<file path="src/rtl/uart_tx_sched.sv">
// rtl/uart_tx_sched.sv - round-robin scheduler sharing one uart_tx between NUM_REQ requesters
// Accepts one byte at a time, pulses tx_start, waits for tx_done; watchdog flags stuck frames.
module uart_tx_sched #(
  parameter int NUM_REQ        = 4,
  parameter int GW             = $clog2(NUM_REQ),
  parameter int TIMEOUT_CYCLES = 131071
) (
  input  logic                 clock,
  input  logic                 reset,
  input  logic                 enable,
  input  logic [NUM_REQ-1:0]   req_valid,
  input  logic [8*NUM_REQ-1:0] req_data,
  output logic [NUM_REQ-1:0]   req_ready,
  output logic                 tx_start,
  output logic [7:0]           tx_data,
  input  logic                 tx_done,
  output logic                 busy,
  output logic [GW-1:0]        grant_id,
  output logic                 timeout_err,
  input  logic                 err_clr
);

  typedef enum logic [1:0] {
    ST_IDLE  = 2'd0,
    ST_START = 2'd1,
    ST_WAIT  = 2'd2
  } state_e;

  localparam logic [GW-1:0] PTR_RST = GW'(NUM_REQ - 1);
  localparam logic [16:0]   WD_TERM = 17'(TIMEOUT_CYCLES - 1);

  state_e        state_q, state_d;
  logic [GW-1:0] last_ptr_q, last_ptr_d;
  logic [GW-1:0] grant_q, grant_d;
  logic [7:0]    data_q, data_d;
  logic [16:0]   wd_q, wd_d;
  logic          err_q, err_d;
  logic          set_err;

  logic [GW-1:0] win_any, win_above, winner, cand;
  logic          any_valid, above_found;
  logic [7:0]    win_data;

  // Lowest set index above last_ptr wins; otherwise wrap to the lowest set index overall.
  always_comb begin
    win_any     = '0;
    win_above   = '0;
    any_valid   = 1'b0;
    above_found = 1'b0;
    cand        = '0;
    for (int i = NUM_REQ - 1; i >= 0; i--) begin
      cand = GW'(i);
      if (req_valid[i]) begin
        win_any   = cand;
        any_valid = 1'b1;
        if (cand > last_ptr_q) begin
          win_above   = cand;
          above_found = 1'b1;
        end
      end
    end
    winner = above_found ? win_above : win_any;
  end

  always_comb begin
    win_data = '0;
    for (int i = 0; i < NUM_REQ; i++) begin
      if (GW'(i) == winner) begin
        win_data = req_data[8*i +: 8];
      end
    end
  end

  always_comb begin
    state_d    = state_q;
    last_ptr_d = last_ptr_q;
    grant_d    = grant_q;
    data_d     = data_q;
    wd_d       = wd_q;
    set_err    = 1'b0;
    req_ready  = '0;
    tx_start   = 1'b0;
    case (state_q)
      ST_IDLE: begin
        if (enable && any_valid) begin
          for (int i = 0; i < NUM_REQ; i++) begin
            req_ready[i] = (GW'(i) == winner);
          end
          data_d     = win_data;
          grant_d    = winner;
          last_ptr_d = winner;
          state_d    = ST_START;
        end
      end
      ST_START: begin
        tx_start = 1'b1;
        wd_d     = '0;
        state_d  = ST_WAIT;
      end
      ST_WAIT: begin
        // Completion takes precedence over a watchdog expiry in the same cycle.
        if (tx_done) begin
          state_d = ST_IDLE;
        end else if (wd_q == WD_TERM) begin
          set_err = 1'b1;
          state_d = ST_IDLE;
        end else begin
          wd_d = wd_q + 17'd1;
        end
      end
      default: begin
        state_d = ST_IDLE;
      end
    endcase
    err_d = set_err | (err_q & ~err_clr);
  end

  always_ff @(posedge clock) begin
    if (reset) begin
      state_q    <= ST_IDLE;
      last_ptr_q <= PTR_RST;
      grant_q    <= '0;
      data_q     <= 8'h00;
      wd_q       <= '0;
      err_q      <= 1'b0;
    end else begin
      state_q    <= state_d;
      last_ptr_q <= last_ptr_d;
      grant_q    <= grant_d;
      data_q     <= data_d;
      wd_q       <= wd_d;
      err_q      <= err_d;
    end
  end

  assign tx_data     = data_q;
  assign grant_id    = grant_q;
  assign busy        = (state_q != ST_IDLE);
  assign timeout_err = err_q;

endmodule

</file>
<file path="config.mk">
export PLATFORM = sky130hd
export DESIGN_NAME = uart_tx_sched
export DESIGN_NICKNAME = d
export VERILOG_FILES = /design/src/rtl/uart_tx_sched.sv
export SDC_FILE = /design/constraint.sdc
export NUM_CORES = 1
export LEC_CHECK = 0
export ABC_AREA = 1
export ABC_CLOCK_PERIOD_IN_PS = 1300
export CAP_MARGIN = 30
export CORE_ASPECT_RATIO = 0.8
export CORE_MARGIN = 2
export CORE_UTILIZATION = 35
export CTS_CLUSTER_DIAMETER = 120
export DETAILED_ROUTE_END_ITERATION = 16
export GPL_TIMING_DRIVEN = 0
export PLACE_DENSITY_LB_ADDON = 0.15
export SLEW_MARGIN = 20
export SYNTH_ARGS = -nofsm -noshare
export SYNTH_HDL_FRONTEND = slang
export SYNTH_SLANG_ARGS = --single-unit
</file>
<file path="constraint.sdc">
create_clock -name clock -period 1.3 [get_ports clock]
set_input_delay 0.195 -clock clock [delete_from_list [all_inputs] [get_ports clock]]
set_output_delay 0.195 -clock clock [all_outputs]
set_load 0.01 [all_outputs]
</file>
==> results of run 1 <==
through the flow:
| stage | total power, W | setup WS [ns] | setup TNS [ns] | cell area [um^2] | std cells |
|---|---|---|---|---|---|
| 2_1_floorplan | 0.00144 | -0.0613 | -0.526 | 2010 | 319 |
| 3_3_place_gp | 0.00176 | -1.05 | -18.83 | 2660 | 441 |
| 3_5_place_dp | 0.00176 | -1.04 | -18.79 | 2660 | 441 |
| 4_1_cts | 0.00288 | -0.328 | -6.80 | 3140 | 475 |
| 5_1_grt | 0.00310 | -0.375 | -9.12 | 3320 | 475 |
| 6_report | 0.00296 | -0.303 | -6.12 | 3320 | 475 |
per-layer routing:
layer  track usage (%)  share of wire (%)  wire length, um  vias to the layer above
li1                  -                  -                -                     1224
met1              32.9                 47             3100                     1127
met2              35.0                 46             2990                       71
met3              3.85                5.3              346                       11
met4              6.84                1.8              116                        0
met5                 0                  0                0                        -
power breakdown:
| part | switching [W] | leakage (nW) | total [W] | internal (W) |
|---|---|---|---|---|
| Sequential | 0.0000351 | 0.269 | 0.00106 | 0.00102 |
| Clock | 0.000378 | 0.0552 | 0.000946 | 0.000568 |
| Combinational | 0.000497 | 1.06 | 0.000956 | 0.000459 |
| Total | 0.000909 | 1.38 | 0.00296 | 0.00205 |
state kept, by name, summed over array words and instances (netlist names):
name,count
last_ptr_q,2
wd_q,17
state_q,2
tx_data,8
grant_id,2
timeout_err,1
cell type report:
| type | instances | area, um^2 |
|---|---|---|
| inverters | 27 | 119 |
| clock buffers | 6 | 72.6 |
| repair buffers | 83 | 751 |
| plain buffers | 8 | 77.6 |
| flip-flops and latches | 32 | 673 |
| clock inverters | 2 | 35.0 |
| well taps | 65 | 81.3 |
| fillers | 520 | 2080 |
| multi-input cells | 252 | 1510 |
worst min-delay path: cells and delay by family, from the launching register on:
family / cells / cell delay [ns]
AOI/OAI and AO/OA: 1 / 0.05
DFF: 1 / 0.31
and+or+nand+nor: 1 / 0.06
cells by family after synthesis:
| kind of cell | count (synthesis) | synth area share, % |
|---|---|---|
| simple gates | 213 | 47.6 |
| buf+inv | 35 | 7.44 |
| compound gates | 34 | 9.49 |
| flops | 32 | 32.8 |
| xor+xnor | 3 | 1.35 |
| fa+ha+maj | 2 | 1.28 |
synthesized netlist by cell type (2+ instances only):
library cell	n	area share [%]
nand2_1	76	15
nor2_1	62	12
nand3_1	57	15
dfxtp_1	32	33
inv_1	24	4.6
a21oi_1	19	4.9
o21ai_0	11	2.8
nand4_1	5	1.6
nand2_2	4	1.3
nor2_4	3	1.7
xor2_1	3	1.3
buf_1	2	0.38
buf_2	2	0.51
clkbuf_1	2	0.38
ha_1	2	1.3
inv_2	2	0.38
nor3_1	2	0.51
o21bai_1	2	0.77
repair_timing:
action                                  in CTS  in global routing
buffers inserted                            25                  0
endpoints found under the setup margin      49                 35
pin swaps                                   27                 20
resized for setup                          108                 55
cloned                                       1                  0
worst max path at each step:
stage | start | slack (ns) | endpoint | cells after the start
CTS | wd_q[0] | -0.33 | wd_q[11] | 11
finish | last_ptr_q[1] | -0.30 | req_ready[1] | 8
floorplan | wd_q[0] | -0.06 | wd_q[6] | 11
detailed placement | req_valid[1] | -1.04 | req_ready[2] | 10
global placement | req_valid[1] | -1.05 | req_ready[3] | 8
global route | wd_q[9] | -0.37 | wd_q[11] | 9
placed cells by master (no fill, tap or decap), types with 6 or more instances in the layout:
| cell | Yosys | final |
|---|---|---|
| nor2_1 | 62 | 41 |
| nand3_2 | 0 | 14 |
| clkdlybuf4s50_1 | 0 | 36 |
| a21oi_1 | 19 | 12 |
| nand2_4 | 0 | 7 |
| buf_6 | 1 | 8 |
| o21ai_0 | 11 | 11 |
| nand3_1 | 57 | 41 |
| nand2_2 | 4 | 14 |
| nand2_1 | 76 | 58 |
| nor2_4 | 3 | 11 |
| a21oi_2 | 0 | 7 |
| dfxtp_1 | 32 | 16 |
| buf_4 | 1 | 19 |
| buf_2 | 2 | 6 |
| dlygate4sd2_1 | 0 | 15 |
| nor2_2 | 0 | 13 |
| dfxtp_2 | 0 | 11 |
| inv_1 | 24 | 18 |
==> summary.txt, run 1 <==
Clocking
  – Clk slew on worst S/H paths: 0.07 ns
  – Total CTS buffers: 5
  – Worst-Skew Late Latency: 0.29 ns
  – Hold-fix buffers, CTS: 0
  – CTS tree: done
  – H-tree Lvls: 2
  – Clk root buf: clkbuf_8
  – Clk buf depth: 2
  – CTS Sinks: 32

Placement
  – Hpwl dp: about 4500 um
  – Final Wtd Congestion: just under 0.9
  – Port Buf Inserts: 57

Setup path
  – Largest stage delay, worst path: roughly 0.38 ns
  – Kind of cell adding the most delay to the critical path: simple AND/OR/NAND/NOR gates
  – Crit path max fanout: 3
  – CP required: 1.11 ns
  – R2R depth: 9
  – CP arrival: 1.41 ns
  – Crit. End Element: output pin
  – Slowest CP cell: dfxtp_4
  – Reg2reg end: wd_q[16]
  – Crit-path most repeated cell: nand2_4
  – Critical path, cell by cell: nand2_4, nand2_4, nand3_4, nand2_4, clkinv_4, buf_8, nor3_4, buf_2
  – Reg2reg start: wd_q[0]
  – Buf/Inv on CP: 3
  – Reg2reg setup slack: -0.28 ns
  – Critical path class: flop to output pin
  – Startpoint type of the worst setup path: flop

Job
  – Max_cap viols: 0

Drt
  – Post-Route WL: roughly 6600 um
  – Detailed Routing Iterations Pass 1: 4
  – Routed vias: 2433
  – Drt drc: 0
  – Initial DRC Count: between 150 and 200
  – Vias per cell: approximately 5.1
  – ANT nets after route: 0
  – WL/cell: about 14 um

STA
  – Max Slew Vio Count: 0
  – FMAX: 624 MHz
  – Clock skew: roughly 0.0075 ns
  – Unrepaired setup endpoints after global routing: yes
  – Setup slack after layout: -0.303 ns
  – Final min period: roughly 1.6 ns
  – Final-report hold violation count: 0
  – Hold WS: 0.465 ns
  – Slew headroom: a little under three quarters
  – Setup-failing EPs final: 30
  – Period utilisation layout: 123%
  – Worst-Margin Slew: between 0.4 and 0.5 ns

GRT
  – Pin count of the biggest net entering global routing: 11
  – Grt total ovfl: 0
  – GRT Total Usage: roughly 23%
  – Via count of the first global-routing pass: roughly 2400
  – Initial antenna violation count: 0
  – Global-route wire length before repair: 11200 um

Floorplanning
  – Die Height: about 71 um
  – Die Span X: between 80 and 90 um
  – Die footprint: 6190 um^2
  – Core ar.: about 5400 um^2
  – Num ports: between 50 and 60
  – Initial core utilization: 36.1%
  – Num rows: 24

Yosys
  – Number of enable flip-flop cells after synthesis: 0
  – Syn nets: 362
  – #FFs+latches synth: 32
  – Mapped Area: around 2000 um^2
  – Cells after Synth: between 300 and 400
  – Ys flop type: dfxtp_1
  – Syn Area/Cell: 6.12 um^2
  – Yosys warns: 0
  – Distinct cells, synth: 27
  – Post-synthesis sequential area ratio: approximately 33%
  – Ys async rst share: 0%

Finish
  – Share of cells above drive strength 1: 35.6%
  – Area grow syn2layout: 70.2%
  – Nets: ~450
  – Final Util: between 60% and 70%
  – N_diodes: 0

Power
  – Worst vdd ir: between 500 and 600 uV
  – PwrDens: about 890 nW/um^2
  – Leakage: 1.38 nW

Worst hold path
  – HP Class: flop to flop
  – Hold path depth: 2
  – Hold EP: grant_id[0]
  – Hold path start: grant_id[0]

Outcome
  – Status: finished with violations
  – Violated checks: setup timing
(Power assumes the default switching activity.)
==> inputs of run 2 (changes only) <==
- ABC_CLOCK_PERIOD_IN_PS: 1300 -> default
==> results of run 2 <==
Same layout as run 1: the final DEF is identical, and so are final timing and power.
==> inputs of run 3 (changes only) <==
- SETUP_SLACK_MARGIN: default -> 0.4
==> run 3 against run 2 <==
  * The run still ends with setup timing left
  * Clock-buffer cell count rose by 1
  * Routed wire length rose by 8.8%
  * Register-to-register slack barely moved
  * Critical endpoint is now req_ready[2]
==> summary.txt, run 3 (same netlist as run 1, synthesis figures left out) <==
STA
  – Worst-Margin Slew: 0.469 ns (+0.0401 ns)
  – Final min period: 1.61 ns (+0.00940 ns)
  – Setup_tns: -7.32 ns (-1.20 ns)
  – Clock skew: 0.00751 ns (+0.0000432 ns)
  – FMAX: 620 MHz (-0.58%)
  – Period utilisation layout: 124% (+0.72 points)
  – Slew headroom: 68.7% (-2.7 points)
  – Unrepaired setup endpoints after global routing: yes
  – Setup slack after layout: -0.312 ns (-0.00940 ns)
  – Setup-failing EPs final: 34 (+13%)
  – Max Slew Vio Count: 0 (unchanged)
  – Final-report hold violation count: 0 (unchanged)
  – Hold WS: 0.470 ns (+0.00480 ns)

Floorplanning
  – Num ports: 58 (unchanged)
  – Core ar.: 5410 um^2 (unchanged)
  – Initial core utilization: 36.1% (unchanged)
  – Die Span X: 87.5 um (unchanged)
  – Die Height: 70.8 um (unchanged)
  – Die footprint: 6190 um^2 (unchanged)
  – Num rows: 24 (unchanged)

GRT
  – Via count of the first global-routing pass: 2363 (-0.88%)
  – Global-route wire length before repair: 11300 um (+0.86%)
  – Pin count of the biggest net entering global routing: 11 (unchanged)
  – Initial antenna violation count: 0 (unchanged)
  – Grt total ovfl: 0 (unchanged)
  – GRT Total Usage: 23.5% (+0.67 points)

Setup path
  – CP required: 1.11 ns (about the same)
  – Crit path max fanout: 3 (unchanged)
  – Buf/Inv on CP: 3 (unchanged)
  – Critical path, cell by cell: nor2_4, nand2_2, nand2_2, inv_2, nand2_8, nand2_8, inv_8, nor2_4, buf_6
  – Critical path class: flop to output pin
  – Kind of cell adding the most delay to the critical path: simple AND/OR/NAND/NOR gates
  – CP arrival: 1.42 ns (about the same)
  – Largest stage delay, worst path: 0.37 ns (about the same)
  – Startpoint type of the worst setup path: flop
  – Crit. End Element: output pin
  – Slowest CP cell: dfxtp_4

Drt
  – Post-Route WL: 7130 um (+8.8%)
  – Vias per cell: 5.11 (-0.25%)
  – ANT nets after route: 0 (unchanged)
  – Initial DRC Count: 103 (-40%)
  – Routed vias: 2478 (+1.8%)
  – WL/cell: 14.7 um (+6.6%)
  – Detailed Routing Iterations Pass 1: 4 (unchanged)
  – Drt drc: 0 (unchanged)

Clocking
  – CTS Sinks: 32 (unchanged)
  – H-tree Lvls: 2 (unchanged)
  – Clk slew on worst S/H paths: 0.07 ns (about the same)
  – Total CTS buffers: 5 (unchanged)
  – Clk buf depth: 2 (unchanged)
  – CTS tree: done
  – Hold-fix buffers, CTS: 0 (unchanged)
  – Clk root buf: clkbuf_8
  – Worst-Skew Late Latency: 0.29 ns (about the same)

Finish
  – Layout Cells excl Fill: 485 (+2.1%)
  – Share of cells above drive strength 1: 48.8% (+13 points)
  – Fill count: 445 (-14%)
  – Area grow syn2layout: 93.3%
  – Largest register by flop count: wd_q
  – Final Util: 69.8% (+8.4 points)
  – Most frequent cells in the layout: nand2_1 (53), nor2_1 (37), clkdlybuf4s50_1 (36), nand3_1 (35), buf_6 (30)
  – Nets: 463 (+2.4%)
  – Largest register FFs: 17 (unchanged)
  – Most common cell after layout, fill and taps aside: nand2_1
  – N_diodes: 0 (unchanged)

Job
  – Max_cap viols: 0 (unchanged)

Power
  – Clock Power Share: 27.4% (-4.6 points)
  – PwrDens: 819 nW/um^2 (-8.2%)
  – Worst vdd ir: 514 uV (-6.0%)
  – Share of power burned in registers: 34.5% (-1.2 points)
  – Sw Share: 32.5% (+1.7 points)
  – Pint: 0.00209 W (+1.7%)
  – Leakage: 1.49 nW (+7.8%)
  – Comb power frac: 38.1% (+5.8 points)
  – Pwr Total: 0.00309 W (+4.3%)
  – NetSw: 0.00100 W (+10%)

Worst hold path
  – HP Class: flop to flop

Placement
  – Port Buf Inserts: 57 (unchanged)
  – Placed Cells: 441 (unchanged)
  – Hpwl dp: 4430 um (-0.71%)
  – Final Wtd Congestion: 0.849 (-4.6%)

Outcome
  – Status: finished with violations
  – Violated checks: setup timing
[run 3: changes by cell type in the layout (fill, tap and decap cells not counted), moves of 4 or more]
cell	delta
a21oi_1	-8
a21oi_2	+7
buf_12	+4
buf_2	-4
buf_6	+22
dfxtp_1	-12
dfxtp_2	+8
dfxtp_4	+4
dlygate4sd2_1	-11
nand2_1	-5
nand3_1	-6
nand3_4	+4
nor2_1	-4
nor2_4	+5
[run 3: path summary, 6_finish.rpt]
kind	slack [ns]	end	cells after the start	from
worst max-delay path	-0.31	req_ready[2]	9	last_ptr_q[1]
worst min-delay path	0.47	grant_id[0]	2	grant_id[0]
worst max register to register	-0.28	wd_q[14]	12	wd_q[0]
worst min register to register	0.47	grant_id[0]	2	grant_id[0]
[run 3: power groups by stage]
stage          clock network [W]  registers [W]  logic, W
6_report                0.000846        0.00107   0.00118
5_1_grt                 0.000910        0.00107   0.00126
4_1_cts                 0.000848        0.00107   0.00107
3_5_place_dp                   0        0.00108  0.000765
3_3_place_gp                   0        0.00108  0.000759
2_1_floorplan                  0        0.00109  0.000428
[run 3: metal layers]
metal / track usage (%) / vias to the layer above / share of wire (%)
li1: - / 1246 / -
met1: 32.4 / 1176 / 47
met2: 35.9 / 49 / 47
met3: 7.23 / 7 / 4.8
met4: 5.81 / 0 / 0.80
met5: 0 / - / 0
[run 3: worst min-delay path, delay by kind of cell (launching register included)]
family / cells / cell delay, ns
AND/OR/NAND/NOR: 1 / 0.06
flip-flops: 1 / 0.32
AO/OA/AOI/OAI: 1 / 0.05
[run 3: area by class of cell]
| cell class | instances | area, um^2 | share of cell area, % |
|---|---|---|---|
| multi-input combinational | 252 | 1710 | 45.2 |
| timing repair buffer | 94 | 980 | 26.0 |
| sequential | 32 | 698 | 18.5 |
| inverter | 27 | 124 | 3.28 |
| clock buffer | 7 | 96.3 | 2.55 |
| buffer | 8 | 87.6 | 2.32 |
| tap | 65 | 81.3 | 2.16 |
[run 3: stage by stage]
step / setup slack (ns) / cell area [um^2]
global placement: -1.04 / 2780
detailed placement: -1.03 / 2780
floorplan: -0.0722 / 2130
finish: -0.312 / 3770
global route: -0.388 / 3770
CTS: -0.324 / 3480
[run 3: repair_timing]
action | 4_1_cts | 5_1_grt
endpoints found under the setup margin | 49 | 49
pin swaps | 43 | 21
resized for setup | 189 | 63
setup buffers | 26 | 7
cloned | 4 | 0
